$ cat config.mk
export PLATFORM = sky130hd
export DESIGN_NAME = fifo_drain_ctrl
export DESIGN_NICKNAME = d
export VERILOG_FILES = /design/src/rtl/fifo_drain_ctrl_pkg.sv /design/src/rtl/fifo_drain_ctrl_cyc_timer.sv /design/src/rtl/fifo_drain_ctrl.sv
export SDC_FILE = /design/constraint.sdc
export NUM_CORES = 1
export LEC_CHECK = 0
export ABC_AREA = 1
export ABC_CLOCK_PERIOD_IN_PS = 3500
export CORE_MARGIN = 2
export CORE_UTILIZATION = 35
export CTS_CLUSTER_SIZE = 12
export DETAILED_ROUTE_END_ITERATION = 12
export GPL_TIMING_DRIVEN = 0
export PLACE_DENSITY = 0.53
export SLEW_MARGIN = 5
export SYNTH_ARGS = -nofsm -noshare
export SYNTH_HDL_FRONTEND = slang
export SYNTH_SLANG_ARGS = --single-unit
$ cat constraint.sdc
create_clock -name clk -period 3.5 [get_ports clk]
set_clock_uncertainty 0.05 [all_clocks]
set_input_delay 0.7 -clock clk [delete_from_list [all_inputs] [get_ports clk]]
set_output_delay 0.7 -clock clk [all_outputs]
set_load 0.01 [all_outputs]
$ cat src/rtl/fifo_drain_ctrl_pkg.sv
// Shared definitions for fifo_drain_ctrl: FSM state encoding and default timing constants.
package fifo_drain_ctrl_pkg;

    typedef enum logic [2:0] {
        S_IDLE      = 3'd0,
        S_LOAD      = 3'd1,
        S_START     = 3'd2,
        S_WAIT_ACK  = 3'd3,
        S_WAIT_DONE = 3'd4,
        S_GAP       = 3'd5
    } state_t;

    localparam int unsigned DEF_GAP_CYC = 16;
    localparam int unsigned DEF_ACK_TMO = 255;
    localparam int unsigned GAP_CNT_W   = 16;

endpackage

$ cat src/rtl/fifo_drain_ctrl_cyc_timer.sv
// cyc_timer: loadable down-counter that saturates at zero; done is high while the count is zero.
module cyc_timer #(
    parameter int unsigned W = 16
) (
    input  logic         clk,
    input  logic         rst,
    input  logic         load,
    input  logic [W-1:0] load_val,
    input  logic         dec,
    output logic         done
);
    logic [W-1:0] cnt;

    // NOTE: non-blocking assignments so every register samples pre-edge values.
    always_ff @(posedge clk or posedge rst) begin
        if (rst) begin
            cnt <= '0;
        end else if (load) begin
            cnt <= load_val;
        end else if (dec && (cnt != '0)) begin
            cnt <= cnt - W'(1);
        end
    end

    assign done = (cnt == '0);

endmodule

$ cat src/rtl/fifo_drain_ctrl.sv
// fifo_drain_ctrl: pops the UART TX FIFO one word at a time into the serializer.
// Defining FIFO_DRAIN_STAT_EN adds a frame counter (tx_count) with synchronous clear (cnt_clr).
module fifo_drain_ctrl
    import fifo_drain_ctrl_pkg::*;
#(
    parameter int unsigned WIDTH   = 8,
    parameter int unsigned GAP_CYC = DEF_GAP_CYC,
    parameter int unsigned ACK_TMO = DEF_ACK_TMO
) (
    input  logic             clk,
    input  logic             rst,
    input  logic             en,
    input  logic             cts,
    input  logic [WIDTH-1:0] fifo_data,
    input  logic             fifo_empty,
    output logic             fifo_next,
    output logic [WIDTH-1:0] tx_data,
    output logic             tx_start,
    input  logic             tx_busy,
    output logic             busy,
    output logic             err,
`ifdef FIFO_DRAIN_STAT_EN
    input  logic             cnt_clr,
    output logic [15:0]      tx_count,
`endif
    input  logic             err_clr
);
    localparam int unsigned          TMO_W       = $clog2(ACK_TMO + 1);
    localparam logic [TMO_W-1:0]     TMO_LOAD    = TMO_W'(ACK_TMO - 1);
    localparam logic [GAP_CNT_W-1:0] GAP_LOAD    = (GAP_CYC == 0) ? '0 : GAP_CNT_W'(GAP_CYC - 1);
    localparam state_t               AFTER_FRAME = (GAP_CYC == 0) ? S_IDLE : S_GAP;

    state_t state, state_nx;
    logic   tmo_load, tmo_dec, tmo_done;
    logic   gap_load, gap_dec, gap_done;
    logic   timeout;

    // Timers are loaded one count short so done marks the last cycle of the window.
    cyc_timer #(.W(TMO_W)) u_tmo (
        .clk      (clk),
        .rst      (rst),
        .load     (tmo_load),
        .load_val (TMO_LOAD),
        .dec      (tmo_dec),
        .done     (tmo_done)
    );

    cyc_timer #(.W(GAP_CNT_W)) u_gap (
        .clk      (clk),
        .rst      (rst),
        .load     (gap_load),
        .load_val (GAP_LOAD),
        .dec      (gap_dec),
        .done     (gap_done)
    );

    always_ff @(posedge clk or posedge rst) begin
        if (rst) state <= S_IDLE;
        else     state <= state_nx;
    end

    // NOTE: every output of this block gets a default first, so no path infers a latch.
    always_comb begin
        state_nx  = state;
        fifo_next = 1'b0;
        tx_start  = 1'b0;
        tmo_load  = 1'b0;
        tmo_dec   = 1'b0;
        gap_load  = 1'b0;
        gap_dec   = 1'b0;
        timeout   = 1'b0;
        case (state)
            S_IDLE: begin
                if (en && cts && !fifo_empty) state_nx = S_LOAD;
            end
            S_LOAD: begin
                fifo_next = 1'b1;
                state_nx  = S_START;
            end
            S_START: begin
                tx_start = 1'b1;
                tmo_load = 1'b1;
                state_nx = S_WAIT_ACK;
            end
            S_WAIT_ACK: begin
                tmo_dec = 1'b1;
                if (tx_busy) begin
                    state_nx = S_WAIT_DONE;
                end else if (tmo_done) begin
                    timeout  = 1'b1;
                    gap_load = 1'b1;
                    state_nx = AFTER_FRAME;
                end
            end
            S_WAIT_DONE: begin
                if (!tx_busy) begin
                    gap_load = 1'b1;
                    state_nx = AFTER_FRAME;
                end
            end
            S_GAP: begin
                gap_dec = 1'b1;
                if (gap_done) state_nx = S_IDLE;
            end
            default: state_nx = S_IDLE;
        endcase
    end

    assign busy = (state != S_IDLE);

    always_ff @(posedge clk or posedge rst) begin
        if (rst)                  tx_data <= '0;
        else if (state == S_LOAD) tx_data <= fifo_data;
    end

    // A timeout on the same edge as err_clr leaves err set.
    always_ff @(posedge clk or posedge rst) begin
        if (rst)          err <= 1'b0;
        else if (timeout) err <= 1'b1;
        else if (err_clr) err <= 1'b0;
    end

`ifdef FIFO_DRAIN_STAT_EN
    always_ff @(posedge clk or posedge rst) begin
        if (rst)           tx_count <= 16'd0;
        else if (cnt_clr)  tx_count <= 16'd0;
        else if (tx_start) tx_count <= tx_count + 16'd1;
    end
`endif

endmodule

# Yosys cells after proc, flatten, opt, wreduce, memory -nomap -nowiden
# Cells that the tools add are included.
# word_totals
reg_bits,36
input_bits,15
word_cells,52
# classes
addsub,2
eq_ne,9
n_mux,21
reduce_logical,15
# ops
op,count
16-bit two-way mux,2
3-bit case mux with 6 select lines,1
16-bit zero test,1
8-bit two-way mux,2
16-bit nonzero test,1
"16-bit by 1-bit subtractor with 16-bit output, second input constant",1
3-bit two-way mux,5
1-bit two-way mux,10
8-bit zero test,1
8-bit nonzero test,1
"8-bit by 1-bit subtractor with 8-bit output, second input constant",1
"3-bit by 2-bit == test with 1-bit output, second input constant",2
"3-bit == test, second input constant",2
"2-bit inequality test, second input constant",3
2-bit nonzero test,3
1-bit logical AND,4
4-bit AND reduction,1
"3-bit by 1-bit == test with 1-bit output, second input constant",1
3-bit zero test,1
"3-bit inequality test, second input constant",1
3-bit nonzero test,1
1-bit case mux with 2 select lines,1
1-bit zero test,1

# Logic depth before layout (Yosys ltp)
# logic_depth
word_depth,5
depth_mapped,11

# By module
# A second synthesis with hierarchy kept.
# unflattened
cells_unflattened,353
hier_area_um2,2412.3
# modules_own_cells
module,instances,cells_each,area_each_um2
cyc_timer (u_gap),1,170,1126.1
fifo_drain_ctrl,1,92,653.1
cyc_timer (u_tmo),1,91,633.1

# Least setup slack after synthesis
# No wires, ideal clock.
# synth_timing
path_type,register -> output
start,register state[1]
end,output fifo_next
t_arrival_ps,917
slack_ps,1833
stages_incl_launch_ff,2
path_cell_list,dfrtp_1 -> nor3_2
# synth_between
elab_chain_len,2
# synth_rtl
element,line_no,rtl
start: declaration,fifo_drain_ctrl.sv:33,"state_t state, state_nx;"
start signal: assignment,fifo_drain_ctrl.sv:59,else state <= state_nx;
3-bit by 1-bit == test with 1-bit output,fifo_drain_ctrl.sv:72,case (state)
1-bit two-way mux,fifo_drain_ctrl.sv:72,
end: declaration,fifo_drain_ctrl.sv:16,"output logic fifo_next,"
# Every way passes these cells.

# Worst setup path in the final report
# layout_timing
start,register state[0]
end,output fifo_next
# The elaborated chain is that of the path after synthesis.

==> reports/qor.csv <==
metric;value;unit
outcome;completed;
Flop pwr share;0.373;
Setup crit start kind;flip-flop;
end of the worst register-to-register path;u_gap.cnt[3]$_DFFE_PP0P_;
Bufs on Longest Clock Path;2;
DRC;0;
cell count after synthesis;282;
most common cell after layout, fill and taps aside;nand2_1;
Starting Density;0.356;
Routed WL;4450;um
worst reg2reg setup slack;1.72;ns
number of synthesized register bits;36;
Fin. Hold Viols;0;
Max Cap Violations;0;
Tcrit/Tclk final;0.774;
clock slew at reported path FFs;0.07;ns
Hold Path Class;reg -> reg;
Wirelength per Cell;11.4;um
placed insts;383;
top cell type by total area after synthesis;dfrtp_1;
root buf cell;clkbuf_8;
share of cells above drive strength 1;0.130;
clk_lat worst skew;0.29;ns
Placeable Area;5850;um^2
clk sinks;36;
Rows;28;
total CTS buffers;5;
Pint;1.08;mW
Crit. End Element;output port;
Final setup viols;0;
Final ANT Viol Nets;0;
slew margin rel.;0.484;
post-DR vias/cell;4.56;
Setup crit start;state[0]$_DFFE_PP0P_;
antenna fix cells;0;
grt total ovfl;0;
Boundary Pins;27;
via count;1780;
nets@finish;333;
GPL Wtd Cong;0.822;
post-synthesis area per instance;7.38;um^2
top post-synthesis cells by area;dfrtp_1 43%, nand2_1 17%, nor2_1 6.9%;
critical path class;reg -> out;
crit-path max FO;10;
Total Routing Usage GR;0.155;
vias in the first global route;1735;
Yosys cell types;26;
sum of negative setup slack;0;ns
power density cells;755;nW/um^2
Seq/Total Area, Yosys;0.433;
length in cells of the worst reg-to-reg path;10;
Final Critical Period;2.71;ns
CTS tree;yes;
initial drt markers;47;
RSZ-0062 raised after global routing;no;
initial antenna violation count;0;
first-pass GRT wire length;7730;um
most frequent cells in the layout;92 x nand2_1, 38 x nor2_1, 36 x dfrtp_1;
worst hold path startpoint;tx_data[2]$_DFFE_PP0P_;
Post-Syn Nets;300;
leakage;1.28;nW
Ys Warns;0;
Psw;815;uW
Worst Hold End;tx_data[2]$_DFFE_PP0P_;
# resized after CTS;0;
TritonRoute pass-1 iters;4;
Synth-to-Final Area Change;20.7;%
Post-CTS Repair Setup Buffers;0;
Worst EP required;2.75;ns
Peak VDD IR;0.000356;V
combinational share of power;0.476;
Slew @ Worst Pin;0.773;ns
Die Area;6580;um^2
Clock Power Share;0.151;
Finished Layout Cells;390;
CP arrival;1.96;ns
die span in x;81.1;um
largest net degree at the start of global routing;37;
Mapped Area;2080;um^2
die height;81.1;um
# hold bufs at CTS;0;
IO Port Bufs;26;
dpl hpwl;3270;um
hold_ws;0.423;ns
sw frac;0.429;
fmax;369;MHz
fin. max-slew vios;0;
Yosys top cell area share;0.433;
RR Startpoint;u_gap.cnt[0]$_DFFE_PP0P_;
# H-tree levels;2;
Hold Path Stages;2;
==> routing by layer <==
metal,up-vias,track usage,wire [um]
met4,0,0.0576,65
li1,955,-,-
met5,-,0,0
met1,795,0.194,2170
met2,23,0.259,2060
met3,7,0.0400,144
==> Yosys cell counts <==
cell type  instances
a21boi_0           1
o21ai_1            1
nand3_2            1
a21oi_1            7
dfrtp_1           36
nor2_4             1
nand3_1           16
nand4_1            9
ha_1               3
buf_2              2
nand2_4            1
a21oi_4            1
buf_12             1
nand2_2           12
xnor2_1            2
inv_2              4
inv_1             22
nand3b_1           1
nand2_1           92
nor3_1             2
nor3_2             2
nor2_1            38
nor2_2             7
xor2_1             5
o21ai_0           13
or2_2              2
==> cell families (layout without fill, tap and decap cells) <==
group           after synthesis  in the layout  share of synthesized area
compound gates               23             23                     0.0619
simple gates                184            184                      0.397
flops                        36             36                      0.433
buf+inv                      29             62                     0.0613
fa+ha+maj                     3              3                     0.0180
xor+xnor                      7              7                     0.0294
==> state kept, by name, summed over array words and instances, names as in the netlist <==
| signal | count |
|---|---|
| tx_data | 8 |
| err | 1 |
| u_tmo.cnt | 8 |
| state | 3 |
| u_gap.cnt | 16 |
==> power groups by stage <==
stage / clock network (mW) / logic, mW / registers [mW]
3_3_place_gp: 0 / 0.911 / 0.715
6_report: 0.287 / 0.904 / 0.708
2_1_floorplan: 0 / 0.623 / 0.709
3_5_place_dp: 0 / 0.919 / 0.714
4_1_cts: 0.301 / 0.921 / 0.709
5_1_grt: 0.323 / 1.04 / 0.731
==> metrics by stage <==
stage / total power, mW / util / setup slack (ns) / cell area (um^2)
after floorplan: 1.33 / - / 1.83 / 2080
after global placement: 1.63 / 0.416 / 1.01 / 2440
after detailed placement: 1.63 / 0.416 / 1.08 / 2440
after CTS: 1.93 / 0.430 / 0.754 / 2510
after global routing: 2.10 / 0.430 / 0.630 / 2510
final: 1.90 / 0.430 / 0.790 / 2510
==> layout make-up <==
type | count | area [um^2]
clock buffer | 6 | 72.6
buffer | 3 | 30.0
timing repair buffer | 26 | 260
multi-input combinational | 217 | 1050
tap | 75 | 93.8
inverter | 26 | 97.6
fill | 605 | 3340
clock inverter | 1 | 5.00
sequential | 36 | 901
==> worst max-delay path: stages (launching register included) <==
cell             delay (ns)
dfrtp_1                0.42
inv_1                  0.09
nor3_2                 0.49
clkdlybuf4s50_1        0.66
==> how the worst max path moves through the flow <==
stage,end,slack (ns)
CTS,fifo_next,0.75
floorplan,fifo_next,1.83
global placement,u_gap.cnt[10]$_DFFE_PP0P_,1.01
detailed placement,fifo_next,1.08
finish,fifo_next,0.79
global route,fifo_next,0.63
(Power assumes the default switching activity.)
